### src/rtl/cc_sidecomparator_qualified.sv
// Dwell-qualified left/right boundary comparator for one player row: level, pulse, saturating hit counts.
// Optional sticky hit flags are built only when SIDECOMPARATOR_STICKY_EN is defined.

module cc_sidecomparator_side #(
  parameter int DW    = 8,
  parameter int POS   = 7,
  parameter int DWELL = 1,
  parameter int CW    = 4
) (
  input  logic          clk,
  input  logic          resetLow,
  input  logic          enable,
  input  logic          clear,
  input  logic [DW-1:0] dataBus,
  output logic          level,
  output logic          pulse,
  output logic [CW-1:0] count,
  output logic          sticky,
  output logic [1:0]    stateDbg
);

  typedef enum logic [1:0] {
    IDLE = 2'd0,
    QUAL = 2'd1,
    HIT  = 2'd2
  } sideState_t;

  localparam int            DWW        = (DWELL > 1) ? $clog2(DWELL) : 1;
  localparam logic [DWW-1:0] DWELL_LAST = DWW'(DWELL - 1);
  localparam logic [DW-1:0]  MATCH      = DW'(1) << POS;
  localparam logic [CW-1:0]  COUNT_MAX  = '1;
  localparam bit             SINGLE     = (DWELL == 1);

  sideState_t     state;
  logic [DWW-1:0] dwell;
  logic           matchEn;
  logic           hitNow;

  // Exact compare: multi-hot and all-zero buses never match.
  assign matchEn = enable && (dataBus == MATCH);

  // True on the edge where qualification completes and the pulse is launched.
  assign hitNow = matchEn && (((state == IDLE) && SINGLE) ||
                              ((state == QUAL) && (dwell == DWELL_LAST)));

  assign stateDbg = state;

  always_ff @(posedge clk) begin
    if (!resetLow) begin
      state <= IDLE;
      dwell <= '0;
      level <= 1'b1;
      pulse <= 1'b1;
    end else begin
      pulse <= 1'b1;
      case (state)
        IDLE: begin
          level <= 1'b1;
          if (matchEn) begin
            if (SINGLE) begin
              state <= HIT;
              level <= 1'b0;
              pulse <= 1'b0;
              dwell <= '0;
            end else begin
              state <= QUAL;
              dwell <= DWW'(1);
            end
          end else begin
            dwell <= '0;
          end
        end
        QUAL: begin
          level <= 1'b1;
          if (matchEn) begin
            if (dwell == DWELL_LAST) begin
              state <= HIT;
              level <= 1'b0;
              pulse <= 1'b0;
              dwell <= '0;
            end else begin
              dwell <= dwell + DWW'(1);
            end
          end else begin
            state <= IDLE;
            dwell <= '0;
          end
        end
        HIT: begin
          if (!matchEn) begin
            state <= IDLE;
            level <= 1'b1;
          end
        end
        default: begin
          state <= IDLE;
          dwell <= '0;
          level <= 1'b1;
        end
      endcase
    end
  end

  // Clear has priority over a same-cycle hit; the count never wraps.
  always_ff @(posedge clk) begin
    if (!resetLow) begin
      count <= '0;
    end else if (clear) begin
      count <= '0;
    end else if (hitNow && (count != COUNT_MAX)) begin
      count <= count + CW'(1);
    end
  end

`ifdef SIDECOMPARATOR_STICKY_EN
  always_ff @(posedge clk) begin
    if (!resetLow) begin
      sticky <= 1'b1;
    end else if (clear) begin
      sticky <= 1'b1;
    end else if (hitNow) begin
      sticky <= 1'b0;
    end
  end
`else
  assign sticky = 1'b1;
`endif

endmodule

module cc_sidecomparator_qualified #(
  parameter int SIDECOMPARATOR_DATAWIDTH  = 8,
  parameter int SIDECOMPARATOR_LEFT_POS   = 7,
  parameter int SIDECOMPARATOR_RIGHT_POS  = 4,
  parameter int SIDECOMPARATOR_DWELL      = 1,
  parameter int SIDECOMPARATOR_COUNTWIDTH = 4
) (
  input  logic                                 CC_SIDECOMPARATOR_CLOCK_50,
  input  logic                                 CC_SIDECOMPARATOR_RESET_InLow,
  input  logic                                 CC_SIDECOMPARATOR_enable_InHigh,
  input  logic                                 CC_SIDECOMPARATOR_clear_InHigh,
  input  logic [SIDECOMPARATOR_DATAWIDTH-1:0]  CC_SIDECOMPARATOR_data_InBUS,
  output logic                                 CC_SIDECOMPARATOR_izquierda_OutLow,
  output logic                                 CC_SIDECOMPARATOR_derecha_OutLow,
  output logic                                 CC_SIDECOMPARATOR_izquierdaPulse_OutLow,
  output logic                                 CC_SIDECOMPARATOR_derechaPulse_OutLow,
  output logic [SIDECOMPARATOR_COUNTWIDTH-1:0] CC_SIDECOMPARATOR_izquierdaCount_OutBUS,
  output logic [SIDECOMPARATOR_COUNTWIDTH-1:0] CC_SIDECOMPARATOR_derechaCount_OutBUS,
  output logic                                 CC_SIDECOMPARATOR_izquierdaSticky_OutLow,
  output logic                                 CC_SIDECOMPARATOR_derechaSticky_OutLow,
  output logic [3:0]                           CC_SIDECOMPARATOR_stateDbg_OutBUS
);

  logic [1:0] leftState;
  logic [1:0] rightState;

  // Debug view: [3:2] right FSM state, [1:0] left FSM state (0 IDLE, 1 QUAL, 2 HIT).
  assign CC_SIDECOMPARATOR_stateDbg_OutBUS = {rightState, leftState};

  cc_sidecomparator_side #(
    .DW    (SIDECOMPARATOR_DATAWIDTH),
    .POS   (SIDECOMPARATOR_LEFT_POS),
    .DWELL (SIDECOMPARATOR_DWELL),
    .CW    (SIDECOMPARATOR_COUNTWIDTH)
  ) leftSide (
    .clk      (CC_SIDECOMPARATOR_CLOCK_50),
    .resetLow (CC_SIDECOMPARATOR_RESET_InLow),
    .enable   (CC_SIDECOMPARATOR_enable_InHigh),
    .clear    (CC_SIDECOMPARATOR_clear_InHigh),
    .dataBus  (CC_SIDECOMPARATOR_data_InBUS),
    .level    (CC_SIDECOMPARATOR_izquierda_OutLow),
    .pulse    (CC_SIDECOMPARATOR_izquierdaPulse_OutLow),
    .count    (CC_SIDECOMPARATOR_izquierdaCount_OutBUS),
    .sticky   (CC_SIDECOMPARATOR_izquierdaSticky_OutLow),
    .stateDbg (leftState)
  );

  cc_sidecomparator_side #(
    .DW    (SIDECOMPARATOR_DATAWIDTH),
    .POS   (SIDECOMPARATOR_RIGHT_POS),
    .DWELL (SIDECOMPARATOR_DWELL),
    .CW    (SIDECOMPARATOR_COUNTWIDTH)
  ) rightSide (
    .clk      (CC_SIDECOMPARATOR_CLOCK_50),
    .resetLow (CC_SIDECOMPARATOR_RESET_InLow),
    .enable   (CC_SIDECOMPARATOR_enable_InHigh),
    .clear    (CC_SIDECOMPARATOR_clear_InHigh),
    .dataBus  (CC_SIDECOMPARATOR_data_InBUS),
    .level    (CC_SIDECOMPARATOR_derecha_OutLow),
    .pulse    (CC_SIDECOMPARATOR_derechaPulse_OutLow),
    .count    (CC_SIDECOMPARATOR_derechaCount_OutBUS),
    .sticky   (CC_SIDECOMPARATOR_derechaSticky_OutLow),
    .stateDbg (rightState)
  );

endmodule

### config.mk
export PLATFORM = sky130hd
export DESIGN_NAME = cc_sidecomparator_qualified
export DESIGN_NICKNAME = d
export VERILOG_FILES = /design/src/rtl/cc_sidecomparator_qualified.sv
export SDC_FILE = /design/constraint.sdc
export NUM_CORES = 1
export LEC_CHECK = 0
export CORE_MARGIN = 3
export CORE_UTILIZATION = 42
export CTS_BUF_LIST = sky130_fd_sc_hd__clkbuf_8
export CTS_CLUSTER_SIZE = 24
export DETAILED_ROUTE_END_ITERATION = 7
export MAX_ROUTING_LAYER = met4
export PLACE_DENSITY = 0.92
export SLEW_MARGIN = 0
export SYNTH_ARGS = -nofsm -noshare
export SYNTH_HDL_FRONTEND = slang
export SYNTH_SLANG_ARGS = --single-unit
### constraint.sdc
create_clock -name CC_SIDECOMPARATOR_CLOCK_50 -period 1.8 [get_ports CC_SIDECOMPARATOR_CLOCK_50]
set_input_delay 0.18 -clock CC_SIDECOMPARATOR_CLOCK_50 [delete_from_list [all_inputs] [get_ports CC_SIDECOMPARATOR_CLOCK_50]]
set_output_delay 0.18 -clock CC_SIDECOMPARATOR_CLOCK_50 [all_outputs]
set_load 0.005 [all_outputs]
-- Word level (Yosys, flattened, before mapping)
Cells that the tools add are included.
W data, S select, Z words.
- bits in registers: 18
- input bits: 12
- output and inout bits: 18
- word-level logic and storage cells: 74
- add/sub/neg operators: 4
- equal/unequal tests: 14
- muxes and demuxes: 28
- bitwise gates (word level): 3
- reduce and logical (&&, ||, !) cells: 15
- operators by type and width (cell ; number):
    $mux W2 ; 8
    $mux W1 ; 12
    $pmux W2 S3 ; 2
    $add A4 B1 Y4 const B ; 2
    $eq A8 B5 Y1 const B ; 1
    $eq A8 B8 Y1 const B ; 1
    $logic_and A1 B1 Y1 ; 8
    $ne A4 B4 Y1 const B ; 2
    $pmux W1 S2 ; 4
    $ne A3 B3 Y1 const B ; 2
    $pmux W1 S3 ; 2
    $reduce_and A3 Y1 ; 2
    $eq A2 B1 Y1 const B ; 2
    $eq A2 B2 Y1 const B ; 2
    $logic_not A2 Y1 ; 2
    $ne A2 B1 Y1 const B ; 2
    $ne A2 B2 Y1 const B ; 2
    $not A1 Y1 ; 3
    $add A1 B1 Y1 const B ; 2
    $logic_or A1 B1 Y1 ; 2
    $reduce_or A2 Y1 ; 1

-- Depth between registers and ports, before layout
- depth after elaboration: 5
- gate-level depth with buffers: 7
- mapped depth without buffers: 7

-- Cells and area by module
Synthesis repeated with hierarchy kept, for this count alone.
- cells, all modules: 78
- area total of the unflattened synthesis: 709.4 um2
- modules (own cells, without submodules) (module ; times used ; cells each ; area each (um2) ; seq. area each (um2)):
    cc_sidecomparator_side at rightSide ; 1 ; 39 ; 356.6 ; 140.1
    cc_sidecomparator_side at leftSide ; 1 ; 39 ; 352.8 ; 140.1

-- Worst setup path after synthesis
No wires, ideal clock.
- kind: input to register
- from: in CC_SIDECOMPARATOR_data_InBUS[3]
- to: reg leftSide.count[0]
- setup time: 0.070 ns
- arrival: 1.595 ns
- data required time: 1.730 ns
- path slack: 0.135 ns
- cell stages on the path: 7
- buffers on the path: 0
- path through: nor4_1 nand3_1 nor3b_1 ha_1 inv_2 or3_1 a21oi_1
- cells in the longest elaborated chain, start to end: 4
- RTL lines (item ; line ; text):
    from (decl) ; 142 ; input logic [SIDECOMPARATOR_DATAWIDTH-1:0] CC_SIDECOMPARATOR_data_InBUS,
    $eq A8 B8 Y1 ; 40 ; assign matchEn = enable && (dataBus == MATCH);
    $logic_and A1 B1 Y1 ; 40 ;
    $logic_and A1 B1 Y1 ; 43 ; assign hitNow = matchEn && (((state == IDLE) && SINGLE) ||
    $logic_and A1 B1 Y1 ; 110 ; end else if (hitNow && (count != COUNT_MAX)) begin
    to (signal assigned) ; 111 ; count <= count + CW'(1);
    to (decl) ; 17 ; output logic [CW-1:0] count,
No other way between the ends.
A chain may end at the register's enable or synchronous reset.

-- Worst setup path after layout
- from: in CC_SIDECOMPARATOR_data_InBUS[1]
- to: reg leftSide.count[3]
The elaborated chain is that of the path after synthesis.

==> key figures <==
Worst setup path
  • R2r worst-path depth: 4
  • Critical path buffers and inverters: 2
  • Reg2reg end: rightSide.count[0]
  • Internal reg-to-reg setup slack: 390 ps
  • CP Data Arrival Time: ~1800 ps
  • Critical Path Sink Type: flip-flop
  • Critical-path cell list: clkdlybuf4s50_1, nor2_1, nand3_1, nor3b_2, ha_2, buf_6, nand4_1, nor3_2, a211oi_2
  • CP top delay family: simple AND/OR/NAND/NOR gates
  • Critical path required time: 1920 ps
  • Worst r2r src: rightSide.count[0]
  • WS Path Type: input pin to flip-flop
  • Slowest-stage cell, CP: clkdlybuf4s50_1
  • CP max stage delay: approximately 400 ps
  • CP Launch Type: input pin
  • Max FO, Critical Path: 3

Timing
  • Max Transition Viols Final: 0
  • Hold Vio Cnt, Final: 0
  • Tcrit/Tclk final: 95.7%
  • Fin crit period: 1720 ps
  • Hold slack: between 400 and 500 ps
  • Max Fclk: 0.581 GHz
  • Final setup fails: 0
  • Worst-case clock skew: 0.710 ps

Routing
  • Post-DRT Antenna Nets: 0
  • Starting DRT DRC Count: 7
  • Routed length per instance: 13.8 um
  • Post-DR vias/cell: 5.41
  • DR vias: about 680
  • DRC viols: 0
  • Pre-Repair DR Iteration Count: 4
  • Final wirelength: ~1.7 mm

Layout
  • Antenna cells: 0
  • Fill cells: 99
  • Total Nets Final: 129
  • Area Overhead vs Synth: 58.9%
  • Most common cell after layout, fill and taps aside: clkdlybuf4s50_1
  • Fraction of layout cells with a size suffix above 1: 23.6%
  • Fin cells: 125
  • Commonest cells after routing, fill and taps aside: clkdlybuf4s50_1, dfxtp_1, buf_4

Yosys
  • Number of library cell types mapped by synthesis: 25
  • Post-synthesis sequential area ratio: 40.7%
  • Post-synth top area share: roughly two fifths
  • Post-synthesis adder-cell area fraction: 10.9%
  • Avg Inst Size Synth: between 9 and 10 sq um
  • Ranking of synthesized cells by area: dfxtp_1, ha_1, a21oi_1
  • Area fraction in and, or, nand and nor cells after synthesis: 24.2%
  • Synthesized flop and latch total: 14
  • Main combinational cell family by area after synthesis: simple AND/OR/NAND/NOR gates
  • Post-Syn Area: between 600 and 700 sq um
  • Synth Area in Compound Gates: 9.45%
  • Biggest area consumer among synthesized cells: dfxtp_1
  • Post-synthesis instance total: 75
  • Mux cell area share after synthesis: 2.91%
  • Ys Warns: 0
  • Synth Area in XOR/XNOR: 2.55%

Run status
  • Status: complete, no violations

Hold path
  • HP Class: flip-flop to flip-flop
  • Hold path depth: 2
  • Hold EP: leftSide.level
  • Worst hold start: leftSide.level

Clock tree
  • CTS buffer count: 3
  • Cts hold-fix bufs: 0
  • Max Root-Sink Buffers: 2
  • Clock transition at the registers of the reported paths: 60 ps
  • Sink Count: 14
  • CTS tree: built
  • Clock H-tree levels: 1
  • Root buf cell: clkbuf_8
  • Clk Latency, worst-skew pair: 250 ps

Placed design
  • Dpl cells: 119
  • Final RePlAce weighted congestion: 0.727
  • Hpwl dp: 1.21 mm
  • I/O Buffers: 25

Floorplan
  • I/O pin total: 30
  • Number of placement rows: 13
  • Die Ht: 46.5 um
  • Die W: 46.5 um
  • Starting Density: 48.6%
  • CORE AREA: 1420 sq um
  • Die ar.: 2160 sq um

GRT
  • Total GRT Usage: 19.2%
  • Gr ovfl total: 0
  • Vias in the first global route: around 690
  • First-pass GRT wire length: 2.83 mm
  • Initial antenna violation count: 0
  • Largest net degree at the start of global routing: 9

Power
  • Pleak: roughly 0.43 nW
  • Peak VDD IR: 440 uV
  • Pwr per Cell Area: 731 nW/um^2
  • Total power: 0.000799 W

Run
  • Maxcap violations: 0
worst max-delay path by stage:
stage	start	end	depth (start not counted)
floorplan	CC_SIDECOMPARATOR_data_InBUS[3]	leftSide.count[0]	7
global placement	CC_SIDECOMPARATOR_data_InBUS[3]	leftSide.count[3]	9
detailed placement	CC_SIDECOMPARATOR_data_InBUS[3]	leftSide.count[3]	9
CTS	CC_SIDECOMPARATOR_data_InBUS[3]	rightSide.count[3]	9
global route	CC_SIDECOMPARATOR_data_InBUS[1]	leftSide.count[3]	9
finish	CC_SIDECOMPARATOR_data_InBUS[1]	leftSide.count[3]	9
flip-flops by register name, indices dropped and copies added (netlist names):
signal / cells
rightSide.pulse: 1
rightSide.level: 1
leftSide.pulse: 1
leftSide.count: 4
rightSide.count: 4
leftSide.stateDbg: 1
rightSide.stateDbg: 1
leftSide.level: 1
cells in the mapped netlist:
cell type,number
a211oi_1,2
a21oi_1,6
and2_1,2
and3_4,2
and4b_1,2
buf_4,4
clkbuf_1,1
conb_1,2
dfxtp_1,14
ha_1,6
inv_1,4
inv_2,2
mux2i_1,2
nand2_1,4
nand2b_1,1
nand3_1,1
nand3b_1,2
nand4_1,2
nor2_1,1
nor3_1,4
nor3b_1,2
nor4_1,1
o21ai_0,4
or3_1,2
xnor2_1,2
stage by stage:
| step | utilization (%) | TNS [ps] | setup WS, ps | cell area, sq um |
|---|---|---|---|---|
| after floorplan | - | 0 | 135 | 696 |
| after global placement | 69.5 | -2640 | -338 | 983 |
| after detailed placement | 69.5 | -3310 | -363 | 983 |
| after CTS | 75.0 | 0 | 32.8 | 1060 |
| after global routing | 77.3 | -33.9 | -33.9 | 1090 |
| final | 77.3 | 0 | 77.5 | 1090 |
worst min-delay path: cells and delay by family (launching register included):
family | cells | cell delay [ps]
flip-flops | 1 | 330
multiplexers | 1 | 70
AND/OR/NAND/NOR | 1 | 60
cell families (layout without fill, tap and decap cells):
| logic type | after synthesis | in the layout |
|---|---|---|
| xor+xnor | 2 | 2 |
| simple gates | 26 | 26 |
| buf+inv | 11 | 44 |
| fa+ha+maj | 6 | 6 |
| mux | 2 | 2 |
| compound gates | 12 | 12 |
| flops | 14 | 14 |
| other cells | 2 | 4 |
per-layer routing:
layer	global-route usage, %	wire (um)	share of wire (%)
met5	-	0	0
met4	7.39	45	2.6
met3	7.03	104	6.0
met2	31.9	936	54
met1	20.7	642	37
area by class of cell:
class	instances	area, sq um	area share (%)
clock buffers	4	55.1	5.03
inverters	6	22.5	2.06
multi-input cells	52	395	36.2
flip-flops and latches	14	280	25.6
well taps	15	18.8	1.72
repair buffers	34	322	29.4
repair_timing:
item,CTS,global route
gates resized for setup,8,9
setup buffers,1,1
pin swaps,9,9
setup endpoints to repair,7,11
power breakdown:
| part | leakage (nW) | internal [W] | switching (W) |
|---|---|---|---|
| Sequential | 0.113 | 0.000329 | 0.0000229 |
| Combinational | 0.285 | 0.0000908 | 0.0000491 |
| Clock | 0.0288 | 0.000194 | 0.000114 |
No activity file was read; power rests on OpenSTA's default activity.
